$ cat config.mk
export PLATFORM = sky130hd
export DESIGN_NAME = neuron_array_pif_flat
export DESIGN_NICKNAME = d
export VERILOG_FILES = /design/src/rtl/neuron_array_pif_pkg.sv /design/src/rtl/neuron_array_pif_if.sv /design/src/rtl/neuron_array_pif_update_core.sv /design/src/rtl/neuron_array_pif.sv /design/src/flat_wrapper.sv
export SDC_FILE = /design/constraint.sdc
export NUM_CORES = 1
export LEC_CHECK = 0
export BUFFER_PORTS_ARGS = -buffer_cell sky130_fd_sc_hd__buf_2
export CAP_MARGIN = 20
export CELL_PAD_IN_SITES_DETAIL_PLACEMENT = 1
export CELL_PAD_IN_SITES_GLOBAL_PLACEMENT = 2
export CORE_ASPECT_RATIO = 2
export CORE_UTILIZATION = 40
export CTS_CLUSTER_SIZE = 30
export DETAILED_ROUTE_END_ITERATION = 12
export GPL_ROUTABILITY_DRIVEN = 0
export GPL_TIMING_DRIVEN = 0
export MAX_ROUTING_LAYER = met4
export PLACE_DENSITY_LB_ADDON = 0.1
export SYNTH_ARGS = -nofsm -noshare
export SYNTH_HDL_FRONTEND = slang
export SYNTH_SLANG_ARGS = --single-unit
$ cat constraint.sdc
create_clock -name clk -period 17 [get_ports clk]
set_clock_uncertainty 0.1 [all_clocks]
set_input_delay 3.4 -clock clk [delete_from_list [all_inputs] [get_ports clk]]
set_output_delay 3.4 -clock clk [all_outputs]
set_load 0.01 [all_outputs]
$ cat src/rtl/neuron_array_pif_pkg.sv
// ============================================================================
// Module   : neuron_pkg
// Purpose  : Shared types, constants and saturating arithmetic helpers for the
//            time-multiplexed integrate-and-fire neuron array.
// Revision : 1.0 - initial release
// ============================================================================
`default_nettype none

package neuron_pkg;

   localparam int DEF_INTEGER_WIDTH   = 16;
   localparam int DEF_DATA_WIDTH_FRAC = 0;
   localparam int DEF_DATA_WIDTH      = DEF_INTEGER_WIDTH + DEF_DATA_WIDTH_FRAC;

   // Two's complement extremes of the default datapath width.
   localparam logic signed [DEF_DATA_WIDTH-1:0] DATA_MAX = {1'b0, {(DEF_DATA_WIDTH-1){1'b1}}};
   localparam logic signed [DEF_DATA_WIDTH-1:0] DATA_MIN = {1'b1, {(DEF_DATA_WIDTH-1){1'b0}}};

   // Arithmetic is carried out in a wide signed type and then clamped, so one
   // helper serves any datapath width up to well below SAT_W bits.
   localparam int SAT_W = 64;
   typedef logic signed [SAT_W-1:0] wide_t;

   typedef enum logic [1:0] {
      ST_IDLE   = 2'd0,
      ST_UPDATE = 2'd1,
      ST_DONE   = 2'd2
   } state_t;

   // Clamp a wide signed value into the range of a w-bit two's complement number.
   function automatic wide_t sat_clamp(input wide_t v, input int w);
      wide_t hi;
      wide_t lo;
      hi = (wide_t'(1) <<< (w - 1)) - wide_t'(1);
      lo = -hi - wide_t'(1);
      if (v > hi) begin
         return hi;
      end else if (v < lo) begin
         return lo;
      end
      return v;
   endfunction

   function automatic wide_t sat_add(input wide_t a, input wide_t b, input int w);
      return sat_clamp(a + b, w);
   endfunction

   function automatic wide_t sat_sub(input wide_t a, input wide_t b, input int w);
      return sat_clamp(a - b, w);
   endfunction

endpackage

`default_nettype wire

$ cat src/rtl/neuron_array_pif_if.sv
// ============================================================================
// Module   : neuron_array_pif_if
// Purpose  : Weight stream, update control and spike result bundle of the
//            neuron array. slave = array side, master = fetch/router side.
// Revision : 1.0 - initial release
// ============================================================================
`default_nettype none

interface neuron_array_pif_if #(
   parameter int DATA_WIDTH  = 16,
   parameter int ADDR_WIDTH  = 2,
   parameter int NUM_NEURONS = 4
);
   logic                          weightValid;
   logic [ADDR_WIDTH-1:0]         weightAddr;
   logic signed [DATA_WIDTH-1:0]  weightData;
   logic                          weightReady;
   logic                          updateEnable;
   logic signed [DATA_WIDTH-1:0]  threshold;
   logic                          resetMode;
   logic                          leakEnable;
   logic                          busy;
   logic                          spikeValid;
   logic [ADDR_WIDTH-1:0]         spikeAddr;
   logic                          spikeOut;
   logic signed [DATA_WIDTH-1:0]  vmemOut;
   logic [NUM_NEURONS-1:0]        spikeVector;
   logic                          done;

   modport slave (
      input  weightValid, weightAddr, weightData, updateEnable, threshold,
             resetMode, leakEnable,
      output weightReady, busy, spikeValid, spikeAddr, spikeOut, vmemOut,
             spikeVector, done
   );

   modport master (
      output weightValid, weightAddr, weightData, updateEnable, threshold,
             resetMode, leakEnable,
      input  weightReady, busy, spikeValid, spikeAddr, spikeOut, vmemOut,
             spikeVector, done
   );
endinterface

`default_nettype wire

$ cat src/rtl/neuron_array_pif_update_core.sv
// ============================================================================
// Module   : pif_update_core
// Purpose  : Combinational single-neuron step: optional leak, saturating
//            integrate, threshold compare and membrane reset.
// Revision : 1.0 - initial release
// ============================================================================
`default_nettype none

module pif_update_core
   import neuron_pkg::*;
#(
   parameter int DATA_WIDTH = 16,
   parameter int LEAK_SHIFT = 4
) (
   input  logic signed [DATA_WIDTH-1:0] i_vmem,
   input  logic signed [DATA_WIDTH-1:0] i_weight_sum,
   input  logic signed [DATA_WIDTH-1:0] i_threshold,
   input  logic                         i_leak_enable,
   input  logic                         i_reset_mode,
   output logic signed [DATA_WIDTH-1:0] o_vmem_new,
   output logic                         o_spike
);

   wide_t w_vmem;
   wide_t w_thr;
   wide_t w_leaked;
   wide_t w_integ;

   // Leak never overflows (it moves vmem toward zero), so only the integrate
   // and subtract-reset steps need clamping.
   always_comb begin
      w_vmem     = wide_t'(i_vmem);
      w_thr      = wide_t'(i_threshold);
      w_leaked   = i_leak_enable ? (w_vmem - (w_vmem >>> LEAK_SHIFT)) : w_vmem;
      w_integ    = sat_add(w_leaked, wide_t'(i_weight_sum), DATA_WIDTH);
      o_spike    = (w_integ >= w_thr);
      o_vmem_new = DATA_WIDTH'(w_integ);
      if (o_spike) begin
         o_vmem_new = i_reset_mode ? DATA_WIDTH'(sat_sub(w_integ, w_thr, DATA_WIDTH))
                                   : '0;
      end
   end

endmodule

`default_nettype wire

$ cat src/rtl/neuron_array_pif.sv
// ============================================================================
// Module   : neuron_array_pif
// Purpose  : Array of NUM_NEURONS integrate-and-fire neurons sharing one update
//            datapath. Weights accumulate per neuron while idle; an update
//            command sweeps all neurons once and streams out the results.
// Revision : 1.0 - initial release
// ============================================================================
`default_nettype none

module neuron_array_pif
   import neuron_pkg::*;
#(
   parameter int INTEGER_WIDTH   = DEF_INTEGER_WIDTH,
   parameter int DATA_WIDTH_FRAC = DEF_DATA_WIDTH_FRAC,
   parameter int DATA_WIDTH      = INTEGER_WIDTH + DATA_WIDTH_FRAC,
   parameter int NUM_NEURONS     = 4,
   parameter int ADDR_WIDTH      = 2,
   parameter int LEAK_SHIFT      = 4
) (
   input  logic               clk,
   input  logic               reset,
   neuron_array_pif_if.slave  pif
);

   state_t                        r_state;
   state_t                        w_state_next;
   logic [ADDR_WIDTH-1:0]         r_idx;
   logic signed [DATA_WIDTH-1:0]  r_vmem [NUM_NEURONS];
   logic signed [DATA_WIDTH-1:0]  r_wsum [NUM_NEURONS];
   logic [NUM_NEURONS-1:0]        r_spike_work;
   logic [NUM_NEURONS-1:0]        w_spike_work_next;
   logic [NUM_NEURONS-1:0]        r_spike_vec;
   logic                          r_spike_valid;
   logic                          r_spike_out;
   logic [ADDR_WIDTH-1:0]         r_spike_addr;
   logic signed [DATA_WIDTH-1:0]  r_vmem_out;
   logic                          r_done;

   logic                          w_busy;
   logic                          w_start;
   logic                          w_sweep;
   logic                          w_last;
   logic                          w_accept;
   logic signed [DATA_WIDTH-1:0]  w_vmem_new;
   logic                          w_spike;

   // Weights land only while idle and only for neurons that exist.
   assign w_accept = pif.weightValid && !w_busy && (int'(pif.weightAddr) < NUM_NEURONS);

   // State register.
   always_ff @(posedge clk) begin
      if (reset) begin
         r_state <= ST_IDLE;
      end else begin
         r_state <= w_state_next;
      end
   end

   // Next-state decode and per-state control strobes.
   always_comb begin
      w_state_next = r_state;
      w_busy       = 1'b1;
      w_start      = 1'b0;
      w_sweep      = 1'b0;
      w_last       = (r_idx == ADDR_WIDTH'(NUM_NEURONS - 1));
      case (r_state)
         ST_IDLE: begin
            w_busy = 1'b0;
            if (pif.updateEnable) begin
               w_start      = 1'b1;
               w_state_next = ST_UPDATE;
            end
         end
         ST_UPDATE: begin
            w_sweep = 1'b1;
            if (w_last) begin
               w_state_next = ST_DONE;
            end
         end
         ST_DONE: begin
            w_state_next = ST_IDLE;
         end
         default: begin
            w_state_next = ST_IDLE;
         end
      endcase
   end

   // Sweep index walks 0..NUM_NEURONS-1, one neuron per UPDATE cycle.
   always_ff @(posedge clk) begin
      if (reset || w_start) begin
         r_idx <= '0;
      end else if (w_sweep) begin
         r_idx <= r_idx + 1'b1;
      end
   end

   pif_update_core #(
      .DATA_WIDTH (DATA_WIDTH),
      .LEAK_SHIFT (LEAK_SHIFT)
   ) u_core (
      .i_vmem        (r_vmem[r_idx]),
      .i_weight_sum  (r_wsum[r_idx]),
      .i_threshold   (pif.threshold),
      .i_leak_enable (pif.leakEnable),
      .i_reset_mode  (pif.resetMode),
      .o_vmem_new    (w_vmem_new),
      .o_spike       (w_spike)
   );

   // Spike flags gathered so far this sweep, including the current neuron.
   always_comb begin
      w_spike_work_next        = r_spike_work;
      w_spike_work_next[r_idx] = w_spike;
   end

   // Membrane and weight-sum storage: write back during the sweep, accumulate when idle.
   always_ff @(posedge clk) begin
      if (reset) begin
         for (int n = 0; n < NUM_NEURONS; n++) begin
            r_vmem[n] <= '0;
            r_wsum[n] <= '0;
         end
      end else if (w_sweep) begin
         r_vmem[r_idx] <= w_vmem_new;
         r_wsum[r_idx] <= '0;
      end else if (w_accept) begin
         r_wsum[pif.weightAddr] <= DATA_WIDTH'(sat_add(wide_t'(r_wsum[pif.weightAddr]),
                                                       wide_t'(pif.weightData),
                                                       DATA_WIDTH));
      end
   end

   // Registered result stream; spikeVector only changes as the sweep completes.
   always_ff @(posedge clk) begin
      if (reset) begin
         r_spike_valid <= 1'b0;
         r_spike_out   <= 1'b0;
         r_spike_addr  <= '0;
         r_vmem_out    <= '0;
         r_done        <= 1'b0;
         r_spike_work  <= '0;
         r_spike_vec   <= '0;
      end else begin
         r_spike_valid <= w_sweep;
         r_done        <= w_sweep && w_last;
         if (w_sweep) begin
            r_spike_addr <= r_idx;
            r_spike_out  <= w_spike;
            r_vmem_out   <= w_vmem_new;
            r_spike_work <= w_spike_work_next;
            if (w_last) begin
               r_spike_vec <= w_spike_work_next;
            end
         end
      end
   end

   assign pif.weightReady = !w_busy;
   assign pif.busy        = w_busy;
   assign pif.spikeValid  = r_spike_valid;
   assign pif.spikeAddr   = r_spike_addr;
   assign pif.spikeOut    = r_spike_out;
   assign pif.vmemOut     = r_vmem_out;
   assign pif.spikeVector = r_spike_vec;
   assign pif.done        = r_done;

endmodule

`default_nettype wire

$ cat src/flat_wrapper.sv
// flat-port wrapper written by rule: the top's interface ports become plain ports
module neuron_array_pif_flat import neuron_pkg::*;
#(
   parameter int INTEGER_WIDTH   = DEF_INTEGER_WIDTH,
   parameter int DATA_WIDTH_FRAC = DEF_DATA_WIDTH_FRAC,
   parameter int DATA_WIDTH      = INTEGER_WIDTH + DATA_WIDTH_FRAC,
   parameter int NUM_NEURONS     = 4,
   parameter int ADDR_WIDTH      = 2,
   parameter int LEAK_SHIFT      = 4
)
  (clk, reset, pif_weightValid, pif_weightAddr, pif_weightData, pif_updateEnable, pif_threshold, pif_resetMode, pif_leakEnable, pif_weightReady, pif_busy, pif_spikeValid, pif_spikeAddr, pif_spikeOut, pif_vmemOut, pif_spikeVector, pif_done);
  neuron_array_pif_if #(.DATA_WIDTH(DATA_WIDTH), .ADDR_WIDTH(ADDR_WIDTH), .NUM_NEURONS(NUM_NEURONS)) pif_i ();
  input  logic clk;
  input  logic reset;
  input wire logic [$bits(pif_i.weightValid)-1:0] pif_weightValid;
  input wire logic [$bits(pif_i.weightAddr)-1:0] pif_weightAddr;
  input wire logic [$bits(pif_i.weightData)-1:0] pif_weightData;
  input wire logic [$bits(pif_i.updateEnable)-1:0] pif_updateEnable;
  input wire logic [$bits(pif_i.threshold)-1:0] pif_threshold;
  input wire logic [$bits(pif_i.resetMode)-1:0] pif_resetMode;
  input wire logic [$bits(pif_i.leakEnable)-1:0] pif_leakEnable;
  output wire logic [$bits(pif_i.weightReady)-1:0] pif_weightReady;
  output wire logic [$bits(pif_i.busy)-1:0] pif_busy;
  output wire logic [$bits(pif_i.spikeValid)-1:0] pif_spikeValid;
  output wire logic [$bits(pif_i.spikeAddr)-1:0] pif_spikeAddr;
  output wire logic [$bits(pif_i.spikeOut)-1:0] pif_spikeOut;
  output wire logic [$bits(pif_i.vmemOut)-1:0] pif_vmemOut;
  output wire logic [$bits(pif_i.spikeVector)-1:0] pif_spikeVector;
  output wire logic [$bits(pif_i.done)-1:0] pif_done;
  assign pif_i.weightValid = pif_weightValid;
  assign pif_i.weightAddr = pif_weightAddr;
  assign pif_i.weightData = pif_weightData;
  assign pif_i.updateEnable = pif_updateEnable;
  assign pif_i.threshold = pif_threshold;
  assign pif_i.resetMode = pif_resetMode;
  assign pif_i.leakEnable = pif_leakEnable;
  assign pif_weightReady = pif_i.weightReady;
  assign pif_busy = pif_i.busy;
  assign pif_spikeValid = pif_i.spikeValid;
  assign pif_spikeAddr = pif_i.spikeAddr;
  assign pif_spikeOut = pif_i.spikeOut;
  assign pif_vmemOut = pif_i.vmemOut;
  assign pif_spikeVector = pif_i.spikeVector;
  assign pif_done = pif_i.done;
  neuron_array_pif #(.INTEGER_WIDTH(INTEGER_WIDTH), .DATA_WIDTH_FRAC(DATA_WIDTH_FRAC), .DATA_WIDTH(DATA_WIDTH), .NUM_NEURONS(NUM_NEURONS), .ADDR_WIDTH(ADDR_WIDTH), .LEAK_SHIFT(LEAK_SHIFT)) u_core (.clk(clk), .reset(reset), .pif(pif_i));
endmodule
==> out/summary.txt <==
Status: complete, no violations
EDFF count, synth: 128
Final WS setup: 0.856 ns
Most used cell along the critical path: o21ai_0
I/O Buffers: 64
Via-to-Cell Ratio: 6.15
Initial Util: 0.405
DR top layer: met4
CTS tree: yes
FF+latch area: 0.00452 mm^2
Hold WS: 0.360 ns
Final Max Tran Viols: 0
Final Instance Area: 0.0172 mm^2
Sequential element share of the synthesized area: 0.290
Met2 wire len: 36.0 mm
GRT Util Overall: 0.339
Vias in the first global route: 16387
Routed WL: 64.4 mm
Initial antenna violation count: 2
Critical Path End Type: flip-flop
Drt wl/cell: 26.4 um
ANT nets after route: 0
Setup violators final: 0
Ys async rst share: 0
Final hold vios: 0
Sink Count: 162
Aggregate global routing overflow: 0
DR pass1 iterations: 5
Met1 WL: 19.4 mm
Die ar.: 0.0399 mm^2
Slew of the pin with the lowest slew margin: 1.27 ns
Multi-input combinational cell area: 0.0103 mm^2
Layout cell share with drive strength beyond 1: 0.102
CP Launch Type: flip-flop
Clk slew on worst S/H paths: 0.08 ns
Worst EP required: 17.06 ns
Avg Inst Size Synth: 8.59 um^2
DRC Markers: 0
Max Cap Viol: 0
Placed inst area: 0.0166 mm^2
Post-synth design cell area: 0.0156 mm^2
RSZ-0062 raised after global routing: false
FF+latch count, synth: 162
VDD IR max: 0.0000799 V
Worst-Skew Late Latency: 0.44 ns
Cell leakage power: 0.00679 uW
Final net count: 2081
Yosys cell types: 87
Slowest-stage cell, CP: nor3_1
Post-cts resize count: 0
YS warnings: 0
Kind of cell with the highest combined delay on the critical path: compound AO/OA/AOI/OAI gates
Hold Path Class: reg -> reg
Root Buffer: clkbuf_16
Main synth FF type: edfxtp_1
DR iter-0 viols: 596
DP HPWL: 53.9 mm
Fill cells: 4686
Num CTS Buffers: 17
Crit Path Class: reg -> reg
Met3 WL: 1.53 mm
CTS Buffer Depth: 2
Mapped Cells: 1816
Max FO, Critical Path: 10
Pin count of the biggest net entering global routing: 39
Buf+Inv Stages, Crit Path: 5
Height of the die: 281 um
Die Width: 142 um
Via count: 15016
Top cell type's share of synthesized area: 0.246
Hold buffers post-CTS: 0
Setup Fix Bufs, Post-CTS: 0
Core area: 0.0385 mm^2
# IOs: 67
Synth top area cells: edfxtp_1, ha_1, mux4_2
Synth Net Count: 1992
DP Worst Slack: 0.956 ns
First-pass GRT wire length: 95.4 mm
H-tree depth: 4
Post-synth top area cell: edfxtp_1
Setup_tns: 0 ns
P&R area growth vs syn: 10.4%
CP max stage delay: 1.00 ns
Fin crit share: 0.950
Minimum clock period: 16.14 ns
Slew margin rel.: 0.148
Std-Cell Rows: 102
Pwr per Cell Area: 167 mW/mm^2
Fmax: 0.0619 GHz
Worst EP arrival: 16.21 ns
## per-stage QoR
step	std cells	power, uW	util
5_1_grt	2440	3040	0.447
2_1_floorplan	1816	1810	-
3_5_place_dp	2405	2470	0.432
6_report	2440	2870	0.447
4_1_cts	2437	2850	0.446
3_3_place_gp	2400	2430	0.430
## path summary, 6_finish.rpt
check | start | endpoint | slack (ns) | cells past startpoint
setup reg to reg | flip-flop | u_core.r_vmem[1][14]$_SDFFCE_PN0P_ | 0.86 | 48
hold / removal | u_core.pif.spikeAddr[0]$_SDFFE_PP0P_ | u_core.pif.spikeAddr[0]$_SDFFE_PP0P_ | 0.36 | 2
hold reg to reg | u_core.pif.spikeAddr[0]$_SDFFE_PP0P_ | u_core.pif.spikeAddr[0]$_SDFFE_PP0P_ | 0.36 | 2
setup / recovery | flip-flop | u_core.r_vmem[1][14]$_SDFFCE_PN0P_ | 0.86 | 48
## tightest hold or removal path: cells and delay by family (launching register included)
family / cells / cell delay, ns
flip-flops: 1 / 0.31
AND/OR/NAND/NOR: 1 / 0.05
AO/OA/AOI/OAI: 1 / 0.05
## cells in the mapped netlist, types with 15 or more instances
master	count
a21o_1	37
a21oi_1	195
a311oi_1	22
clkbuf_1	66
dfxtp_1	34
edfxtp_1	128
fa_1	20
ha_1	116
inv_1	124
mux4_2	46
nand2_1	149
nand2b_1	36
nand3_1	28
nand4_1	44
nor2_1	191
nor3_1	45
nor4_1	15
o21a_1	19
o21ai_0	126
o21bai_1	16
or3_1	21
xnor2_1	44
xor2_1	30
## state kept, by name (all words and copies together), names as in the netlist, named ones only
signal,count
u_core.r_vmem,64
u_core.r_wsum,64
u_core.pif.vmemOut,16
u_core.pif.spikeVector,4
u_core.r_spike_work,3
u_core.pif.spikeAddr,2
u_core.r_idx,2
u_core.r_state,2
u_core.pif.done,1
u_core.pif.spikeOut,1
u_core.pif.spikeValid,1
## kinds of logic (layout without fill, tap and decap cells)
logic type                 Yosys count  count (layout)  synth area share
xor gates and xnor gates            74              74            0.0415
DFF                                162             162             0.290
buffers and inverters              208             310            0.0512
AOI/OAI and AO/OA                  566             566             0.232
adders and majority gates          136             136             0.119
muxes                               60              60            0.0757
other                                0               2                 0
and+or+nand+nor                    610             610             0.191
## metal layers
layer,global-route usage,up-vias
li1,-,6964
met1,0.258,7400
met2,0.659,387
met3,0.0316,265
met4,0.341,0
met5,-,-
## report_power, final
part | internal [uW] | switching (uW) | total [uW] | leakage (uW)
clock | 192 | 176 | 367 | 0.000268
combinational | 638 | 1380 | 2020 | 0.00491
sequential | 469 | 17.0 | 486 | 0.00161
total | 1300 | 1570 | 2870 | 0.00679
## area by class of cell
class / count / area share
sequential: 162 / 0.263
clock inverter: 14 / 0.00697
tap: 520 / 0.0378
timing repair buffer: 70 / 0.0238
multi-input combinational: 1446 / 0.597
inverter: 125 / 0.0272
buffer: 83 / 0.0192
clock buffer: 18 / 0.0249
antenna: 2 / 0.000291
## cells in the final DEF (no fill, tap or decap), drive strengths merged, types with 37 or more instances in the layout
cell,instances
clkbuf,84
inv,132
xnor2,44
nor2,191
nand2,149
nand4,44
edfxtp,128
ha,116
a21o,37
a21oi,195
nor3,45
buf,87
mux4,46
o21ai,145
Power figures use the tool's default switching activity.
